<file path="src/rtl/mont_redc.sv">
// mont_redc: bit-serial Montgomery reduction, rd_out = num_in * 2^(-len) mod modulus.
// It converts values out of the Montgomery domain, using the same start/end handshake as
// long_div.
//
// Optional feature: define MONT_REDC_ERR_EN to add the rd_err port and the odd-modulus check.
//
// Ports:
//   clk       rising-edge clock
//   rstn      asynchronous active-low reset
//   rd_start  start request, level-sampled in IDLE/DONE
//   len       number of halving iterations (log2 R)
//   num_in    Montgomery-form value (num_in < modulus)
//   modulus   odd modulus, > 0
//   rd_err    bad (even or zero) modulus flag (MONT_REDC_ERR_EN only)
//   rd_end    result valid, held high in DONE
//   rd_out    reduced result, held in DONE
module mont_redc #(
    parameter int unsigned WIDTH = 32,
    parameter int unsigned LEN_W = 8
) (
    input  logic             clk,
    input  logic             rstn,
    input  logic             rd_start,
    input  logic [LEN_W-1:0] len,
    input  logic [WIDTH-1:0] num_in,
    input  logic [WIDTH-1:0] modulus,
`ifdef MONT_REDC_ERR_EN
    output logic             rd_err,
`endif
    output logic             rd_end,
    output logic [WIDTH-1:0] rd_out
);

    typedef enum logic [1:0] {StIdle, StRun, StFix, StDone} state_e;

    state_e           state_q, state_d;
    logic [WIDTH:0]   acc_q, acc_d;
    logic [LEN_W-1:0] cnt_q, cnt_d;
    logic [WIDTH-1:0] mod_q, mod_d;
    logic             end_q, end_d;
    logic [WIDTH-1:0] out_q, out_d;
`ifdef MONT_REDC_ERR_EN
    logic             err_q, err_d;
`endif

    // acc stays below 2^(WIDTH+1), so acc + mod needs WIDTH+2 bits before halving.
    logic [WIDTH+1:0] sum;
    logic [WIDTH:0]   diff;
    logic             unused_bits;

    assign sum         = {1'b0, acc_q} + {2'b00, mod_q};
    assign diff        = acc_q - {1'b0, mod_q};
    assign unused_bits = ^{sum[0], diff[WIDTH]};

    always_comb begin
        state_d = state_q;
        acc_d   = acc_q;
        cnt_d   = cnt_q;
        mod_d   = mod_q;
        end_d   = end_q;
        out_d   = out_q;
`ifdef MONT_REDC_ERR_EN
        err_d   = err_q;
`endif
        unique case (state_q)
            StIdle, StDone: begin
                if (rd_start) begin
                    acc_d   = {1'b0, num_in};
                    mod_d   = modulus;
                    cnt_d   = len;
                    end_d   = 1'b0;
                    state_d = (len == '0) ? StFix : StRun;
`ifdef MONT_REDC_ERR_EN
                    err_d   = 1'b0;
                    // Even modulus (including zero) has no inverse of 2: skip the iterations.
                    if (!modulus[0]) begin
                        state_d = StFix;
                    end
`endif
                end
            end
            StRun: begin
                // Add the modulus when odd so the halving is exact mod m.
                if (acc_q[0]) begin
                    acc_d = sum[WIDTH+1:1];
                end else begin
                    acc_d = {1'b0, acc_q[WIDTH:1]};
                end
                cnt_d = cnt_q - LEN_W'(1);
                if (cnt_q <= LEN_W'(1)) begin
                    state_d = StFix;
                end
            end
            StFix: begin
                out_d   = (acc_q >= {1'b0, mod_q}) ? diff[WIDTH-1:0] : acc_q[WIDTH-1:0];
`ifdef MONT_REDC_ERR_EN
                if (!mod_q[0]) begin
                    out_d = '0;
                    err_d = 1'b1;
                end
`endif
                end_d   = 1'b1;
                state_d = StDone;
            end
            default: state_d = StIdle;
        endcase
    end

    always_ff @(posedge clk or negedge rstn) begin
        if (!rstn) begin
            state_q <= StIdle;
            acc_q   <= '0;
            cnt_q   <= '0;
            mod_q   <= '0;
            end_q   <= 1'b0;
            out_q   <= '0;
`ifdef MONT_REDC_ERR_EN
            err_q   <= 1'b0;
`endif
        end else begin
            state_q <= state_d;
            acc_q   <= acc_d;
            cnt_q   <= cnt_d;
            mod_q   <= mod_d;
            end_q   <= end_d;
            out_q   <= out_d;
`ifdef MONT_REDC_ERR_EN
            err_q   <= err_d;
`endif
        end
    end

    assign rd_end = end_q;
    assign rd_out = out_q;
`ifdef MONT_REDC_ERR_EN
    assign rd_err = err_q;
`endif

endmodule

</file>
<file path="config.mk">
export PLATFORM = sky130hd
export DESIGN_NAME = mont_redc
export DESIGN_NICKNAME = d
export VERILOG_FILES = /design/src/rtl/mont_redc.sv
export SDC_FILE = /design/constraint.sdc
export NUM_CORES = 1
export LEC_CHECK = 0
export BUFFER_PORTS_ARGS = -buffer_cell sky130_fd_sc_hd__buf_4
export CORE_MARGIN = 10
export CORE_UTILIZATION = 26
export DETAILED_ROUTE_END_ITERATION = 10
export HOLD_SLACK_MARGIN = 0.05
export PLACE_DENSITY = 0.47
export SYNTH_ARGS = -nofsm -noshare
export SYNTH_HDL_FRONTEND = slang
export SYNTH_SLANG_ARGS = --single-unit
export TNS_END_PERCENT = 10
</file>
<file path="constraint.sdc">
create_clock -name clk -period 2.77 [get_ports clk]
set_input_delay 0.4155 -clock clk [delete_from_list [all_inputs] [get_ports clk]]
set_output_delay 0.4155 -clock clk [all_outputs]
set_load 0.03 [all_outputs]
</file>
==> reports/results.txt, run 1 <==
grt met1 use - 0.199
Cell Chain, Critical Path - ha_1 -> a211oi_2 -> nor2_1 -> o311a_1 -> a211o_1 -> o2111ai_2 -> a31oi_2 -> a31o_4 -> mux2i_1 -> buf_4 -> mux2_2
failing checks - setup timing
Nets - 1419
final count of hold timing violations - 0
most common cell after layout, fill and taps aside - buf_4
clk buf depth - 2
RePlAce Congestion - 0.887
first-pass GRT wire length - 48.9 mm
startpoint type of the worst setup path - flip-flop
worst slew pin tran - 1110 ps
Max Clk Rate - 332 MHz
Die H - 202 um
die area - 0.0408 mm2
register area share after synthesis - 0.314
met3 Use GR - 0.0256
Die W - 202 um
fraction of layout cells with a size suffix above 1 - 0.345
register area - 0.00270 mm2
XOR/XNOR Fraction of Synth Area - 0.0499
Root Buffer - clkbuf_16
ys flop type - dfrtp_1
Rel. slew slack - 0.259
Worst path slowest cell - dfrtp_1
TritonCTS buffer count - 9
drt total wl - 31.0 mm
Clock Latency Late Sink - 390 ps
gr busiest metal - met2
adder-cell share of the synthesized area - 0.104
Compound-Gate Fraction of Synth Area - 0.245
Clock Skew - 21.0 ps
vias in the first global route - 8712
FILL cells - 3427
Core Rows - 66
antenna violations before repair - 0
TritonCTS clock tree - yes
Critical Path AT - 3280 ps
Tot GR Track Use - 0.150
pin count of the biggest net entering global routing - 57
HPWL after DPL - 23.8 mm
initial core utilization - 0.264
Worst Hold Class - in -> reg
pre-CTS setup slack - -469 ps
EDFF count, synth - 0
Gate Count Post-Synth - 1009
CP required - 3050 ps
multi-input gate area in the final layout - 0.00580 mm2
initial DRC count - 404
First-pass DRT Iterations - 5
post-synthesis simple-gate area fraction - 0.139
Residual DRC - 0
slowest stage delay, CP - 400 ps
core area - 0.0326 mm2
RSZ-0062 raised after global routing - yes
n_diodes - 0
min Tclk post-route - 3010 ps
commonest cells after routing, fill and taps aside - 298 x buf_4, 111 x a21oi_1, 108 x nor2_1
Worst Path Buf+Inv - 1
Crit Path Class - reg -> reg
portion of netlist area occupied by mux cells - 0.0853
share of flip-flops with an asynchronous set or reset - 1.00
# setup viols final - 44
Mapped Area - 0.00861 mm2
I/O pins - 108
status - finished with violations
DR vias/cell - 4.87
Overflow after GRT - 0
area delta synth->final - 40.5%
final setup margin - -238 ps
CP Max Fanout - 7
Port Buffers - 107
Period Utilization, post-route - 1.09
post-layout util - 0.371
GR met2 Demand/Resource - 0.248
max-cap violations - 0
number of synthesized register bits - 108
Top delay family on crit path - compound AO/OA/AOI/OAI gates
clock slew at reported path FFs - 90 ps
main combinational cell family by area after synthesis - compound AO/OA/AOI/OAI gates
syn_area_per_cell - 8.53 um2
routed vias - 8381
YS warnings - 0
routed len/inst - 18.0 um
post-synth net total - 1154
Worst Hold Margin - 253 ps
count of pins over their slew limit - 0
synth unique cells - 71
CTS sink cnt - 108
CP Capture Type - flip-flop
Final ANT Viol Nets - 0
H-tree lvl count - 3
-- stage by stage --
stage | instances | area (um2) | setup TNS, ps
3_3_place_gp | 1690 | 11200 | -13740
4_1_cts | 1714 | 11800 | -6250
5_1_grt | 1721 | 12100 | -12800
6_report | 1721 | 12100 | -6280
2_1_floorplan | 1009 | 8630 | -2370
3_5_place_dp | 1690 | 11200 | -15090
-- registers in the layout, summed over array words and instances, names as in the netlist --
| name | cells |
|---|---|
| state_q | 2 |
| acc_q | 33 |
| mod_q | 32 |
| rd_end | 1 |
| cnt_q | 8 |
| rd_out | 32 |
-- path summary, 6_finish.rpt --
| check | start | to | slack (ps) | cells past startpoint |
|---|---|---|---|---|
| min in group asynchronous | rstn | cnt_q[3] | 590 | 3 |
| max | acc_q[10] | rd_out[0] | -240 | 11 |
| min reg2reg | rd_out[25] | rd_out[25] | 510 | 2 |
| min | modulus[20] | mod_q[20] | 250 | 2 |
| max in group asynchronous | rstn | acc_q[11] | 1860 | 3 |
| max reg2reg | acc_q[10] | rd_out[0] | -240 | 11 |
-- kinds of logic after synthesis --
family | after synthesis
DFF | 108
buffers and inverters | 132
xor gates and xnor gates | 49
AOI/OAI and AO/OA | 327
adders and majority gates | 70
and+or+nand+nor | 254
muxes | 69
-- synth_stat cells, types with 8 or more instances --
cell,n,area [um2]
a21oi_1,118,591
dfrtp_1,108,2700
nor2_1,108,405
inv_1,72,270
ha_1,68,851
o21ai_0,54,270
nand2_1,46,173
xnor2_1,46,403
clkbuf_1,40,150
mux2_2,35,394
mux2i_1,34,340
a211oi_1,22,165
o21bai_1,20,150
nand3_1,16,80.1
o22ai_1,16,100
a21o_1,14,105
nor3_1,13,65.1
nand4_1,12,75.1
nor2b_1,11,68.8
o211ai_1,10,75.1
or4_1,10,75.1
buf_2,9,45.0
nand2b_1,8,50.1
-- metal layers --
layer,vias up,wire length (um)
met5,-,0
met4,0,382
met3,22,1240
met2,173,14700
met1,4024,14700
li1,4162,-
-- what timing repair did --
| action | CTS | global route |
|---|---|---|
| endpoints found under the setup margin | 52 | 53 |
| resized for setup | 62 | 40 |
| cloned | 0 | 1 |
| hold endpoints to repair | 27 | 0 |
| hold buffers | 1 | 0 |
| pin swaps | 24 | 20 |
| buffers inserted | 7 | 6 |
-- area by class of cell --
class / instances / share of cell area
clock buffers: 10 / 0.0198
flip-flops and latches: 108 / 0.224
well taps: 442 / 0.0457
clock inverters: 6 / 0.00403
repair buffers: 313 / 0.205
inverters: 73 / 0.0227
multi-input cells: 769 / 0.479
Power of run 1 is not shown: default switching activity piles up to over one toggle a cycle in this logic, so the estimate is an artifact.
==> run 2: changes to the inputs <==
--- a/config.mk
+++ b/config.mk
@@ -10,7 +10,6 @@
 export CORE_UTILIZATION = 26
 export DETAILED_ROUTE_END_ITERATION = 10
 export HOLD_SLACK_MARGIN = 0.05
-export PLACE_DENSITY = 0.47
 export SYNTH_ARGS = -nofsm -noshare
 export SYNTH_HDL_FRONTEND = slang
 export SYNTH_SLANG_ARGS = --single-unit
==> run 2 against run 1 <==
Net effect:
- the run still ends with setup timing left
- final cell count is 0.76% lower
- critical path depth is the same
- die area unchanged
- global-route usage down 0.18 points
- via count is 2.3% higher
- design area increased by 0.10%
- maximum frequency is 1.5% higher
- largest cell class unchanged
==> reports/results.txt, run 2 (synthesis results as in run 1) <==
status - finished with violations
failing checks - setup timing
First-pass DRT Iterations - 6
R2R depth - 11
I/O pins - 108
Core Rows - 66
# setup viols final - 41
first-pass GRT wire length - 48.3 mm
TritonCTS clock tree - yes
Residual DRC - 0
RSZ-0062 raised after global routing - yes
fraction of layout cells with a size suffix above 1 - 0.348
worst reg2reg startpoint - acc_q[2]
multi-input gate area in the final layout - 0.00589 mm2
DR vias/cell - 5.02
area delta synth->final - 40.7%
slowest stage delay, CP - 460 ps
Nets - 1406
antenna violations before repair - 0
n_diodes - 0
Worst path slowest cell - or4_1
Rel. slew slack - 0.258
Post-CTS Hold Fix Bufs - 0
Cell Chain, Critical Path - ha_4 -> buf_6 -> nand3_2 -> or4_1 -> or4_4 -> o211ai_1 -> a211o_1 -> a31o_4 -> buf_12 -> mux2i_4 -> a21oi_2
CP Max Fanout - 8
max-cap violations - 0
CP Capture Type - flip-flop
Die W - 202 um
CTS sink cnt - 108
HPWL after DPL - 23.8 mm
routed vias - 8575
initial core utilization - 0.264
final count of hold timing violations - 0
Overflow after GRT - 0
Root Buffer - clkbuf_16
FILL cells - 3314
pin count of the biggest net entering global routing - 54
vias in the first global route - 8516
commonest cells after routing, fill and taps aside - 288 x buf_4, 108 x nor2_1, 107 x dfrtp_1
Max Clk Rate - 337 MHz
CP required - 3000 ps
Finished Layout Cells - 1708
reg2reg end - rd_out[14]
clock slew at reported path FFs - 80 ps
TritonCTS buffer count - 9
Worst Hold Class - in -> async
drt total wl - 30.9 mm
Final ANT Viol Nets - 0
clk buf depth - 2
Clock Latency Late Sink - 370 ps
startpoint type of the worst setup path - flip-flop
register area - 0.00270 mm2
Port Buffers - 107
Critical Path AT - 3190 ps
R2R Setup Slk - -190 ps
initial DRC count - 507
Die H - 202 um
most common cell after layout, fill and taps aside - buf_4
Most flops, register - acc_q
final setup margin - -195 ps
count of pins over their slew limit - 0
Placed Cells - 1680
routed len/inst - 18.1 um
Period Utilization, post-route - 1.07
Clock Skew - 8.78 ps
Tot GR Track Use - 0.148
RePlAce Congestion - 0.935
die area - 0.0408 mm2
Crit Path Class - reg -> reg
worst slew pin tran - 1110 ps
H-tree lvl count - 3
min Tclk post-route - 2960 ps
max reg flops - 33
core area - 0.0326 mm2
==> run 2: layout make-up <==
| type | count | area share |
|---|---|---|
| inverter | 73 | 0.0226 |
| multi-input combinational | 769 | 0.486 |
| timing repair buffer | 300 | 0.194 |
| clock buffer | 13 | 0.0223 |
| tap | 442 | 0.0457 |
| clock inverter | 3 | 0.00558 |
| sequential | 108 | 0.223 |
==> run 2: repair_timing <==
action                                  4_1_cts  5_1_grt
buffers inserted                              9        3
endpoints found under the setup margin       49       53
cloned                                        0        0
pin swaps                                    27       32
endpoints found under the hold margin         0        0
gates resized for setup                      59       54
==> run 2: worst max-delay path by stage <==
stage / start / endpoint / slack [ps] / depth (start not counted)
after global routing: acc_q[0] / rd_out[14] / -310 / 13
after detailed placement: acc_q[0] / acc_q[31] / -400 / 11
final: acc_q[2] / rd_out[14] / -190 / 11
after global placement: acc_q[3] / rd_out[17] / -370 / 11
after CTS: acc_q[26] / rd_out[12] / -220 / 11
after floorplan: acc_q[6] / rd_out[0] / -90 / 12
==> run 2: metal layers <==
layer / vias to the layer above / track usage / part of all wire
met3: 31 / 0.0328 / 0.063
met4: 0 / 0.0387 / 0.016
met5: - / 0 / 0
met2: 268 / 0.239 / 0.47
met1: 4150 / 0.195 / 0.45
li1: 4126 / - / -
==> run 2: per-stage QoR <==
| step | TNS, ps | cell area, um2 | utilization | hold slack [ps] | setup slack [ps] |
|---|---|---|---|---|---|
| final | -5260 | 12100 | 0.371 | 99.1 | -195 |
| after global routing | -11240 | 12100 | 0.371 | 155 | -307 |
| after CTS | -6880 | 11800 | 0.361 | 151 | -220 |
| after detailed placement | -14100 | 11100 | 0.341 | 498 | -401 |
| after global placement | -12770 | 11100 | 0.341 | 479 | -374 |
| after floorplan | -2370 | 8630 | - | 120 | -85.5 |
==> run 2: worst max-delay path, delay by kind of cell, from the launching register on <==
kind / cells / cell delay, ps
DFF: 1 / 410
adders and majority gates: 1 / 300
AOI/OAI and AO/OA: 4 / 550
and+or+nand+nor: 3 / 970
buffers and inverters: 2 / 310
muxes: 1 / 260
Power of run 2 is left out for the same reason.
